$ cat src/rtl/ram_bist_ctrl.sv
// ram_bist_ctrl: march-test BIST controller for a single-port synchronous RAM with 1-cycle read latency.
//   clk, rst_n               clock, async active-low reset
//   start / busy / done      run request, run in progress, run finished (held)
//   pass, err_cnt            result and mismatch count
//   fail_addr/exp/got        first mismatch location, expected and read data
//   mem_we/addr/din, dout    RAM pins (dout is the RAM's registered read data)
module ram_bist_ctrl #(
  parameter int ADDR_W = 4,
  parameter int DATA_W = 8,
  parameter logic [DATA_W-1:0] SEED = 8'hA5
) (
  input  logic              clk,
  input  logic              rst_n,
  input  logic              start,
  output logic              busy,
  output logic              done,
  output logic              pass,
  output logic [ADDR_W+1:0] err_cnt,
  output logic [ADDR_W-1:0] fail_addr,
  output logic [DATA_W-1:0] fail_exp,
  output logic [DATA_W-1:0] fail_got,
  output logic              mem_we,
  output logic [ADDR_W-1:0] mem_addr,
  output logic [DATA_W-1:0] mem_din,
  input  logic [DATA_W-1:0] mem_dout
);
  typedef enum logic [2:0] {IDLE, WR0, RD0, WR1, RD1, FLUSH, DONE} state_t;
  localparam logic [ADDR_W-1:0] AMAX = '1;
  state_t state, state_nxt;
  logic [ADDR_W-1:0] a, cmp_addr;
  logic [DATA_W-1:0] pat, cmp_exp;
  logic [ADDR_W+1:0] err_nxt;
  logic cmp_vld, mis, go, top, bot, rd, active;
  always_comb begin
    pat = DATA_W'(a) ^ SEED;
    top = a == AMAX;
    bot = a == '0;
    go = start && (state == IDLE || state == DONE);
    rd = state == RD0 || state == RD1;
    active = state inside {WR0, RD0, WR1, RD1};
    // dout holds the data addressed in the previous read cycle, even if we=1 now
    mis = cmp_vld && mem_dout != cmp_exp;
    err_nxt = err_cnt + {{(ADDR_W+1){1'b0}}, mis};
    state_nxt = state;
    unique case (state)
      IDLE, DONE: state_nxt = go ? WR0 : state;
      WR0:        state_nxt = top ? RD0 : WR0;
      RD0:        state_nxt = top ? WR1 : RD0;
      WR1:        state_nxt = bot ? RD1 : WR1;
      RD1:        state_nxt = bot ? FLUSH : RD1;
      FLUSH:      state_nxt = DONE;
      default:    state_nxt = IDLE;
    endcase
    busy = active || state == FLUSH;
    mem_we = state == WR0 || state == WR1;
    mem_addr = active ? a : '0;
    mem_din = state == WR0 ? pat : state == WR1 ? ~pat : '0;
  end
  always_ff @(posedge clk or negedge rst_n) begin
    if (!rst_n) begin
      state <= IDLE;
      a <= '0;
      cmp_vld <= 1'b0;
      cmp_exp <= '0;
      cmp_addr <= '0;
      err_cnt <= '0;
      fail_addr <= '0;
      fail_exp <= '0;
      fail_got <= '0;
      done <= 1'b0;
      pass <= 1'b0;
    end else begin
      state <= state_nxt;
      if (state_nxt != state)
        a <= (state_nxt == WR1 || state_nxt == RD1) ? AMAX : '0;
      else if (state == WR0 || state == RD0)
        a <= a + 1'b1;
      else if (state == WR1 || state == RD1)
        a <= a - 1'b1;
      cmp_vld <= rd;
      cmp_exp <= state == RD0 ? pat : ~pat;
      cmp_addr <= a;
      if (go) begin
        err_cnt <= '0;
        fail_addr <= '0;
        fail_exp <= '0;
        fail_got <= '0;
        done <= 1'b0;
        pass <= 1'b0;
      end else if (mis) begin
        err_cnt <= err_nxt;
        if (err_cnt == '0) begin
          fail_addr <= cmp_addr;
          fail_exp <= cmp_exp;
          fail_got <= mem_dout;
        end
      end
      // FLUSH carries the final RD1 compare, so fold it into pass here
      if (state == FLUSH) begin
        done <= 1'b1;
        pass <= err_nxt == '0;
      end
    end
  end
endmodule

$ cat config.mk
export PLATFORM = sky130hd
export DESIGN_NAME = ram_bist_ctrl
export DESIGN_NICKNAME = d
export VERILOG_FILES = /design/src/rtl/ram_bist_ctrl.sv
export SDC_FILE = /design/constraint.sdc
export NUM_CORES = 1
export LEC_CHECK = 0
export BUFFER_PORTS_ARGS = -buffer_cell sky130_fd_sc_hd__buf_2
export CAP_MARGIN = 15
export CORE_ASPECT_RATIO = 0.75
export CORE_MARGIN = 2
export CORE_UTILIZATION = 50
export DETAILED_ROUTE_END_ITERATION = 12
export PLACE_DENSITY_LB_ADDON = 0.1
export SLEW_MARGIN = 0
export SYNTH_ARGS = -nofsm -noshare
export SYNTH_HDL_FRONTEND = slang
export SYNTH_SLANG_ARGS = --single-unit
$ cat constraint.sdc
create_clock -name clk -period 2.55 [get_ports clk]
set_input_delay 0.1275 -clock clk [delete_from_list [all_inputs] [get_ports clk]]
set_output_delay 0.1275 -clock clk [all_outputs]
set_load 0.01 [all_outputs]
==> flow_summary.json, run 1 <==
{
  "synth-edff-count": 0,
  "cts.path.max_buffers": 2,
  "synth_nets": 277,
  "clock_latency_ns": 0.29,
  "grt_pass1_vias": 1804,
  "drt-wirelength-per-cell_um": 13.3,
  "worst_hold_path_type": "in -> async",
  "fin_skew_ns": 0.00304,
  "gp_congestion": 0.859,
  "core-area_um2": 4520,
  "relSlewSlack": 0.379,
  "period_needed_ns": 2.11,
  "crit_arrival_ns": 2.33,
  "die_area_um2": 5320,
  "violations": "negative hold slack",
  "slowest_stage": "dfrtp_1",
  "vias_per_cell": 5.27,
  "num_vias": 1913,
  "synthArstFlopShare": 1.00,
  "yosysSeqAreaShare": 0.464,
  "synth_cells": 261,
  "cts_max_level": 2,
  "clock_sinks": 44,
  "worstReg2RegStart": "cmp_exp[0]",
  "ys_top_cells_by_area": "dfrtp_1 (46%), nand2_1 (5.2%), nand3_1 (5.1%)",
  "min_period_over_period": 0.827,
  "synthesis.area_um2": 2370,
  "vdd_ir_drop_max_v": 0.000893,
  "ctsHoldBuffers": 0,
  "die_x_um": 83.5,
  "cts_tree": "done",
  "antenna_cells": 0,
  "ios": 53,
  "reg2reg_slack_ns": 0.44,
  "critPathRequiredTime_ns": 2.77,
  "critPathLaunch": "cmp_exp[0]",
  "drcViolationCount": 0,
  "ys_types": 45,
  "path_cells": "xnor2_1 -> nand4_1 -> o21ai_1 -> inv_2 -> ha_1 -> ha_1 -> nor4_1 -> a31oi_1 -> o21ai_1",
  "ctsResizeCount": 0,
  "placementRows": 21,
  "synth_common_cells": "dfrtp_1 (44), nand2_1 (33), nand3_1 (24)",
  "drt-initial-drc-count": 98,
  "holdWs_ns": -0.0317,
  "clockRootBuffer": "clkbuf_8",
  "initial_core_util": 0.525,
  "r2r_cells": 9,
  "routed_wl_mm": 4.82,
  "port_buffers": 52,
  "cts_buffers": 5,
  "outcome": "finished with violations",
  "maxCapViolations": 0,
  "leakage_uw": 0.00135,
  "synth_top_area_share": 0.464,
  "layout-drive-gt1-share": 0.252,
  "power_density_nw_per_um2": 1420,
  "slew_violations": 0,
  "fin_setup_tns_ns": 0,
  "avgSynthCellArea_um2": 9.09,
  "grt_setup_unrepaired": "no",
  "cp_max_fo": 4,
  "antenna_found_initial": 0,
  "overflow": 0,
  "area_growth_syn_to_layout_pct": 15.0,
  "cts.clk_slew.worst_paths_ns": 0.08,
  "cp-end-kind": "flop",
  "die_y_um": 63.7,
  "timing_worst_setup_path_type": "reg -> reg",
  "fmax_ghz": 0.474,
  "ys_warn_count": 0,
  "place_worst_setup_slack_ns": 0.440,
  "cp-start-kind": "flop",
  "firstDrtPassIters": 4,
  "synth_flop_cell": "dfrtp_1",
  "post_cts_buffers": 0,
  "grt_pass1_wl_mm": 8.41,
  "dp_hpwl_mm": 3.45,
  "setup_ws_ns": 0.441,
  "synth_most_common_cell": "dfrtp_1",
  "r2r_end": "pass",
  "hold_violations": 44,
  "drtAntennaViolNets": 0,
  "nets": 322,
  "ys_ff_latch": 44,
  "synth_top_cell_by_area": "dfrtp_1",
  "setup_viol": 0,
  "grt_max_degree": 45,
  "track_usage": 0.196,
  "slowest_delay_ns": 0.39,
  "worstMarginPinSlew_ns": 0.932
}
==> layout by cell type (no fill, tap or decap), types with 4 or more instances in the layout <==
cell | synthesis | final
buf_2 | 7 | 52
dfrtp_1 | 44 | 44
nand2_1 | 33 | 33
nand3_1 | 24 | 24
o21ai_1 | 22 | 22
nor2_1 | 21 | 21
xnor2_1 | 13 | 13
buf_4 | 4 | 8
o21ai_0 | 7 | 7
a21oi_1 | 7 | 7
nor3_1 | 6 | 6
and2_1 | 6 | 6
inv_2 | 5 | 5
xor2_1 | 5 | 5
clkbuf_8 | 0 | 5
inv_1 | 4 | 4
o211ai_1 | 4 | 4
ha_1 | 4 | 4
==> flip-flops by register name, summed over array words and instances, names as in the netlist, 3 cells and up <==
register / flops
a: 4
cmp_addr: 4
cmp_exp: 6
err_cnt: 6
fail_addr: 4
fail_exp: 6
fail_got: 8
state: 3
==> cell type report <==
| class | instances | area, um^2 |
|---|---|---|
| repair buffers | 60 | 320 |
| clock buffers | 6 | 72.6 |
| clock inverters | 1 | 5.00 |
| multi-input cells | 186 | 1120 |
| flip-flops and latches | 44 | 1100 |
| well taps | 57 | 71.3 |
| fillers | 429 | 1790 |
| inverters | 9 | 33.8 |
==> cells by family (layout without fill, tap and decap cells) <==
logic type      count (synthesis)  in the layout  share of synthesized area
simple gates                  104            104                      0.205
xor+xnor                       18             18                     0.0665
buf+inv                        31             76                     0.0622
mux                             4              4                     0.0179
compound gates                 55             55                      0.155
fa+ha+maj                       5              5                     0.0295
flops                          44             44                      0.464
==> worst max-delay path: cells and delay by family, from the launching register on <==
| family | cells | cell delay (ns) |
|---|---|---|
| flip-flops | 1 | 0.39 |
| AO/OA/AOI/OAI | 3 | 0.52 |
| adder cells (fa/ha/maj) | 2 | 0.43 |
| XOR/XNOR | 1 | 0.16 |
| buffers and inverters | 1 | 0.08 |
| AND/OR/NAND/NOR | 2 | 0.45 |
==> where the power goes <==
| part | leakage (uW) | switching (uW) | internal (uW) |
|---|---|---|---|
| Clock | 0.0000410 | 222 | 186 |
| Combinational | 0.000747 | 1310 | 932 |
| Sequential | 0.000561 | 228 | 985 |
==> metal layers <==
| metal | track usage | up-vias | part of all wire |
|---|---|---|---|
| met5 | 0 | - | 0 |
| met4 | 0.0585 | 0 | 0.010 |
| met3 | 0.0485 | 4 | 0.053 |
| met2 | 0.285 | 45 | 0.41 |
| met1 | 0.289 | 879 | 0.52 |
| li1 | - | 985 | - |
==> worst max-delay path by stage <==
stage | to | slack (ns) | depth (start not counted)
floorplan | a[3] | 0.50 | 10
global placement | pass | 0.49 | 9
detailed placement | pass | 0.44 | 9
CTS | pass | 0.42 | 9
global route | pass | 0.22 | 9
finish | pass | 0.44 | 9
==> metrics by stage <==
stage	instance area [um^2]	cells	total power, uW	util
6_report	2730	363	3860	0.604
5_1_grt	2730	363	4230	0.604
2_1_floorplan	2370	261	2890	-
3_5_place_dp	2650	356	3470	0.586
4_1_cts	2730	363	3900	0.604
3_3_place_gp	2650	356	3440	0.586
Note: power is estimated with default switching activity, not from simulation.
==> inputs of run 2 (changes only) <==
Clock period 2.55 ns to 2.05 ns, I/O delays scaled along.
==> run 2 against run 1 <==
The flow now finishes without violations. Register-to-register slack worse by 0.30 ns. Clock power is 66% higher. Power is 35% higher. Flip-flop and latch count stayed put. Worst hold slack better by 0.072 ns. Core utilization is 3.7 points higher. Combinational power is 36% higher. Fmax is 10% higher. Non-clock buffer count is 8 higher. Clock skew is 0.0014 ns higher. Clock-buffer cell count is 1 lower. Cell area is 6.1% higher.
==> flow_summary.json, run 2 (synthesis results as in run 1) <==
{
  "p_clk_frac": 0.130,
  "top_register": "fail_got",
  "slew_violations": 0,
  "vdd_ir_drop_max_v": 0.00127,
  "antenna_found_initial": 0,
  "cts.path.max_buffers": 2,
  "drt-initial-drc-count": 83,
  "maxCapViolations": 0,
  "outcome": "finished, final reports clean",
  "final_cell_mix": "buf_2 (52), dfrtp_1 (44), nand2_1 (33), nand3_1 (24)",
  "gp_congestion": 0.829,
  "leakage_uw": 0.00142,
  "ios": 53,
  "seq_power_share": 0.289,
  "vias_per_cell": 5.26,
  "dp_hpwl_mm": 3.55,
  "port_buffers": 52,
  "final_common_cell": "buf_2",
  "die_area_um2": 5320,
  "hold_violations": 0,
  "largest_register_ffs": 8,
  "num_vias": 1957,
  "fin_skew_ns": 0.00441,
  "comb_power_share": 0.581,
  "min_from": "mem_dout[7]",
  "die_y_um": 63.7,
  "min_period_over_period": 0.933,
  "area_growth_syn_to_layout_pct": 22.0,
  "reg2reg_slack_ns": 0.14,
  "drcViolationCount": 0,
  "drtAntennaViolNets": 0,
  "overflow": 0,
  "cts_max_level": 2,
  "drt-wirelength-per-cell_um": 13.5,
  "core-area_um2": 4520,
  "cp-end-kind": "flop",
  "postPlaceCellArea_um2": 2720,
  "clock_latency_ns": 0.30,
  "cp-start-kind": "flop",
  "worstMarginPinSlew_ns": 0.490,
  "layout-drive-gt1-share": 0.295,
  "cp_max_fo": 4,
  "power_density_nw_per_um2": 1810,
  "initial_core_util": 0.525,
  "cts_buffers": 5,
  "r2r_end": "pass",
  "routed_wl_mm": 5.02,
  "grt_max_degree": 40,
  "fmax_ghz": 0.523,
  "grt_pass1_wl_mm": 8.67,
  "period_needed_ns": 1.91,
  "fin_setup_tns_ns": 0,
  "worst_hold_path_type": "in -> reg",
  "n_fill_cell": 387,
  "p_sw_uw": 2300,
  "grt_pass1_vias": 1796,
  "switching_share": 0.440,
  "timing_worst_setup_path_type": "reg -> reg",
  "hold_depth": 3,
  "whs_endpoint": "fail_got[7]",
  "die_x_um": 83.5,
  "design_area_um2": 2900,
  "relSlewSlack": 0.672,
  "antenna_cells": 0,
  "crit_arrival_ns": 2.15,
  "nets": 330,
  "stdcell_count": 372,
  "cts_tree": "done",
  "worstReg2RegStart": "cmp_exp[1]",
  "track_usage": 0.203,
  "r2r_cells": 9,
  "critPathRequiredTime_ns": 2.29,
  "grt_setup_unrepaired": "no",
  "p_int_uw": 2930,
  "clock_sinks": 44,
  "dp_cells": 363,
  "post_cts_buffers": 0,
  "placementRows": 21,
  "firstDrtPassIters": 4,
  "clockRootBuffer": "clkbuf_8",
  "setup_viol": 0,
  "cts.clk_slew.worst_paths_ns": 0.09,
  "seqCellArea_um2": 1100,
  "final_core_util": 0.641,
  "multiInputGateArea_um2": 1180
}
[run 2: final cells by class]
class,count,share of cell area
well taps,57,0.0246
flip-flops and latches,44,0.380
clock buffers,5,0.0238
multi-input cells,186,0.408
clock inverters,3,0.0147
repair buffers,68,0.137
inverters,9,0.0117
[run 2: worst max path at each step]
stage | start | to | depth (start not counted)
2_1_floorplan | cmp_exp[0] | pass | 9
3_3_place_gp | cmp_exp[5] | err_cnt[4] | 9
3_5_place_dp | cmp_exp[5] | err_cnt[4] | 9
4_1_cts | cmp_exp[5] | err_cnt[4] | 9
5_1_grt | cmp_exp[5] | pass | 10
6_report | cmp_exp[1] | pass | 9
[run 2: power by group through the flow]
stage	Combinational (uW)	Sequential [uW]	Clock (uW)
after floorplan	2110	1480	0
after global placement	2910	1500	0
after detailed placement	2930	1520	0
after CTS	2950	1500	684
after global routing	3410	1570	721
final	3040	1510	677
[run 2: routing by layer]
metal,vias up,wire (um),track usage
met2,49,2140,0.288
met3,6,212,0.0367
met1,894,2600,0.306
li1,1008,-,-
met5,-,0,0
met4,0,70,0.0847
[run 2: worst max-delay path, stage by stage (launching register included)]
cell and delay, ns:
dfrtp_1 0.41, xnor2_1 0.16, nand4_1 0.19, o21ai_2 0.21, inv_2 0.08, ha_4 0.18, ha_4 0.16, nor4_1 0.24
a31oi_1 0.09, o21ai_1 0.14
[run 2: timing repair]
action	in CTS	in global routing
hold buffers	1	0
gates resized for setup	1	8
endpoints found under the setup margin	1	8
pin swaps	0	1
hold endpoints to repair	20	0
[run 2: through the flow]
step                power [uW]  hold slack (ns)  worst slack [ns]
floorplan                 3590           -0.193           0.00760
global placement          4410           0.0740            0.0487
detailed placement        4440           0.0779           -0.0126
CTS                       5130           0.0311            0.0187
global route              5700           0.0539           0.00105
finish                    5230           0.0404             0.137
==> inputs of run 3 (changes only) <==
Settings changed: SETUP_SLACK_MARGIN from default to 0.3.
==> run 3 against run 2 <==
Register-to-register slack improved by 0.05 ns. Sequential share of layout area decreased by 4.6 points. Combinational power increased by 33%. First-iteration DRC count increased by 81%. Cell count increased by 5.6%. Highest routed layer unchanged. Clock skew increased by 0.0016 ns. Routed wire length increased by 23%. Power increased by 18%.
==> flow_summary.json, run 3 (synthesis results as in run 1) <==
{
  "hold_depth": 3,
  "fin_total_pwr_uw": 6170,
  "fin_setup_tns_ns": 0,
  "setup_viol": 0,
  "fin_skew_ns": 0.00598,
  "largest_register_ffs": 8,
  "clock_sinks": 44,
  "setup_ws_ns": 0.185,
  "hold_violations": 0,
  "drcViolationCount": 0,
  "layout-drive-gt1-share": 0.417,
  "num_vias": 2199,
  "worst_hold_path_type": "in -> reg",
  "track_usage": 0.223,
  "drtAntennaViolNets": 0,
  "path_buf_inv": 1,
  "place_worst_setup_slack_ns": 0.110,
  "top_register": "fail_got",
  "min_from": "mem_dout[6]",
  "timing_worst_setup_path_type": "reg -> reg",
  "grt_pass1_wl_mm": 9.58,
  "core-area_um2": 4520,
  "dp_hpwl_mm": 3.78,
  "cts_buffers": 5,
  "die_area_um2": 5320,
  "initial_core_util": 0.525,
  "cp_max_fo": 3,
  "placementRows": 21,
  "period_needed_ns": 1.87,
  "r2r_end": "pass",
  "critPathLaunch": "cmp_exp[6]",
  "reg2reg_slack_ns": 0.18,
  "maxCapViolations": 0,
  "cts_tree": "done",
  "drt-initial-drc-count": 150,
  "die_y_um": 63.7,
  "cp-end-kind": "flop",
  "drt-wirelength-per-cell_um": 15.7,
  "cp-start-kind": "flop",
  "antenna_cells": 0,
  "cts.clk_slew.worst_paths_ns": 0.09,
  "vdd_ir_drop_max_v": 0.00117,
  "power_density_nw_per_um2": 1870,
  "whs_endpoint": "fail_got[6]",
  "slew_violations": 0,
  "leakage_uw": 0.00156,
  "clock_latency_ns": 0.30,
  "grt_max_degree": 40,
  "min_period_over_period": 0.910,
  "slowest_stage": "dfrtp_1",
  "vias_per_cell": 5.60,
  "path_cells": "nor3_2 -> o22ai_4 -> o21ai_2 -> inv_2 -> ha_4 -> ha_4 -> nor3_2 -> nand3_1 -> o21ai_1",
  "routed_wl_mm": 6.16,
  "gp_congestion": 0.829,
  "antenna_found_initial": 0,
  "cts_max_level": 2,
  "cts.path.max_buffers": 2,
  "port_buffers": 52,
  "overflow": 0,
  "grt_setup_unrepaired": "yes",
  "firstDrtPassIters": 4,
  "relSlewSlack": 0.584,
  "crit_family": "simple AND/OR/NAND/NOR gates",
  "die_x_um": 83.5,
  "clockRootBuffer": "clkbuf_8",
  "final_core_util": 0.731,
  "area_growth_syn_to_layout_pct": 39.3,
  "fmax_ghz": 0.536,
  "final_cell_mix": "buf_2 (52), dfrtp_1 (40), nand2_1 (32), buf_4 (25), o21ai_1 (22)",
  "grt_pass1_vias": 1960,
  "worstMarginPinSlew_ns": 0.622,
  "ios": 53,
  "nets": 351,
  "r2r_cells": 9,
  "slowest_delay_ns": 0.42,
  "worstReg2RegStart": "cmp_exp[6]",
  "dp_cells": 360,
  "crit_arrival_ns": 2.10,
  "final_common_cell": "buf_2",
  "critPathRequiredTime_ns": 2.28,
  "outcome": "finished, final reports clean",
  "stdcell_count": 393
}
==> run 3: layout make-up <==
cell class	instances	area (um^2)
Multi-Input combinational cell	186	1360
Timing Repair Buffer	89	641
Clock buffer	7	86.3
Inverter	9	33.8
Fill cell	338	1210
Tap cell	57	71.3
Sequential cell	44	1110
Clock inverter	1	7.51
==> run 3: worst max-delay path by stage <==
stage	endpoint	cells past startpoint	slack [ns]
2_1_floorplan	pass	9	0.22
3_3_place_gp	pass	9	0.19
3_5_place_dp	pass	9	0.11
4_1_cts	pass	9	0.20
5_1_grt	pass	9	0.09
6_report	pass	9	0.18
==> run 3: where the power goes <==
part | internal [uW] | total, uW | leakage [uW] | switching [uW]
Clock | 274 | 588 | 0.0000445 | 313
Combinational | 1960 | 4050 | 0.000957 | 2090
Sequential | 1230 | 1530 | 0.000556 | 299
==> run 3: layer usage <==
metal,vias up,wire length [um],GRT usage
met5,-,0,0
met4,0,73,0.0625
met1,1066,3010,0.329
li1,1050,-,-
met3,7,353,0.0406
met2,76,2720,0.341
==> run 3: through the flow <==
step	hold slack [ns]	instance area (um^2)
finish	0.0558	3300
global route	0.0599	3300
CTS	0.0510	3090
detailed placement	0.0569	2780
global placement	0.0540	2780
floorplan	-0.193	2500
==> run 3: tightest hold or removal path, cell delays in order <==
cell and delay (ns):
buf_2 0.12, nand2_1 0.05, o21ai_1 0.05
==> run 3: repair_timing <==
item                                   CTS  global route
cloned                                   0             5
gates resized for setup                 18            17
setup endpoints to repair               13            34
buffers inserted                        15             4
pin swaps                               17             9
endpoints found under the hold margin   17             0
hold buffers                             1             0
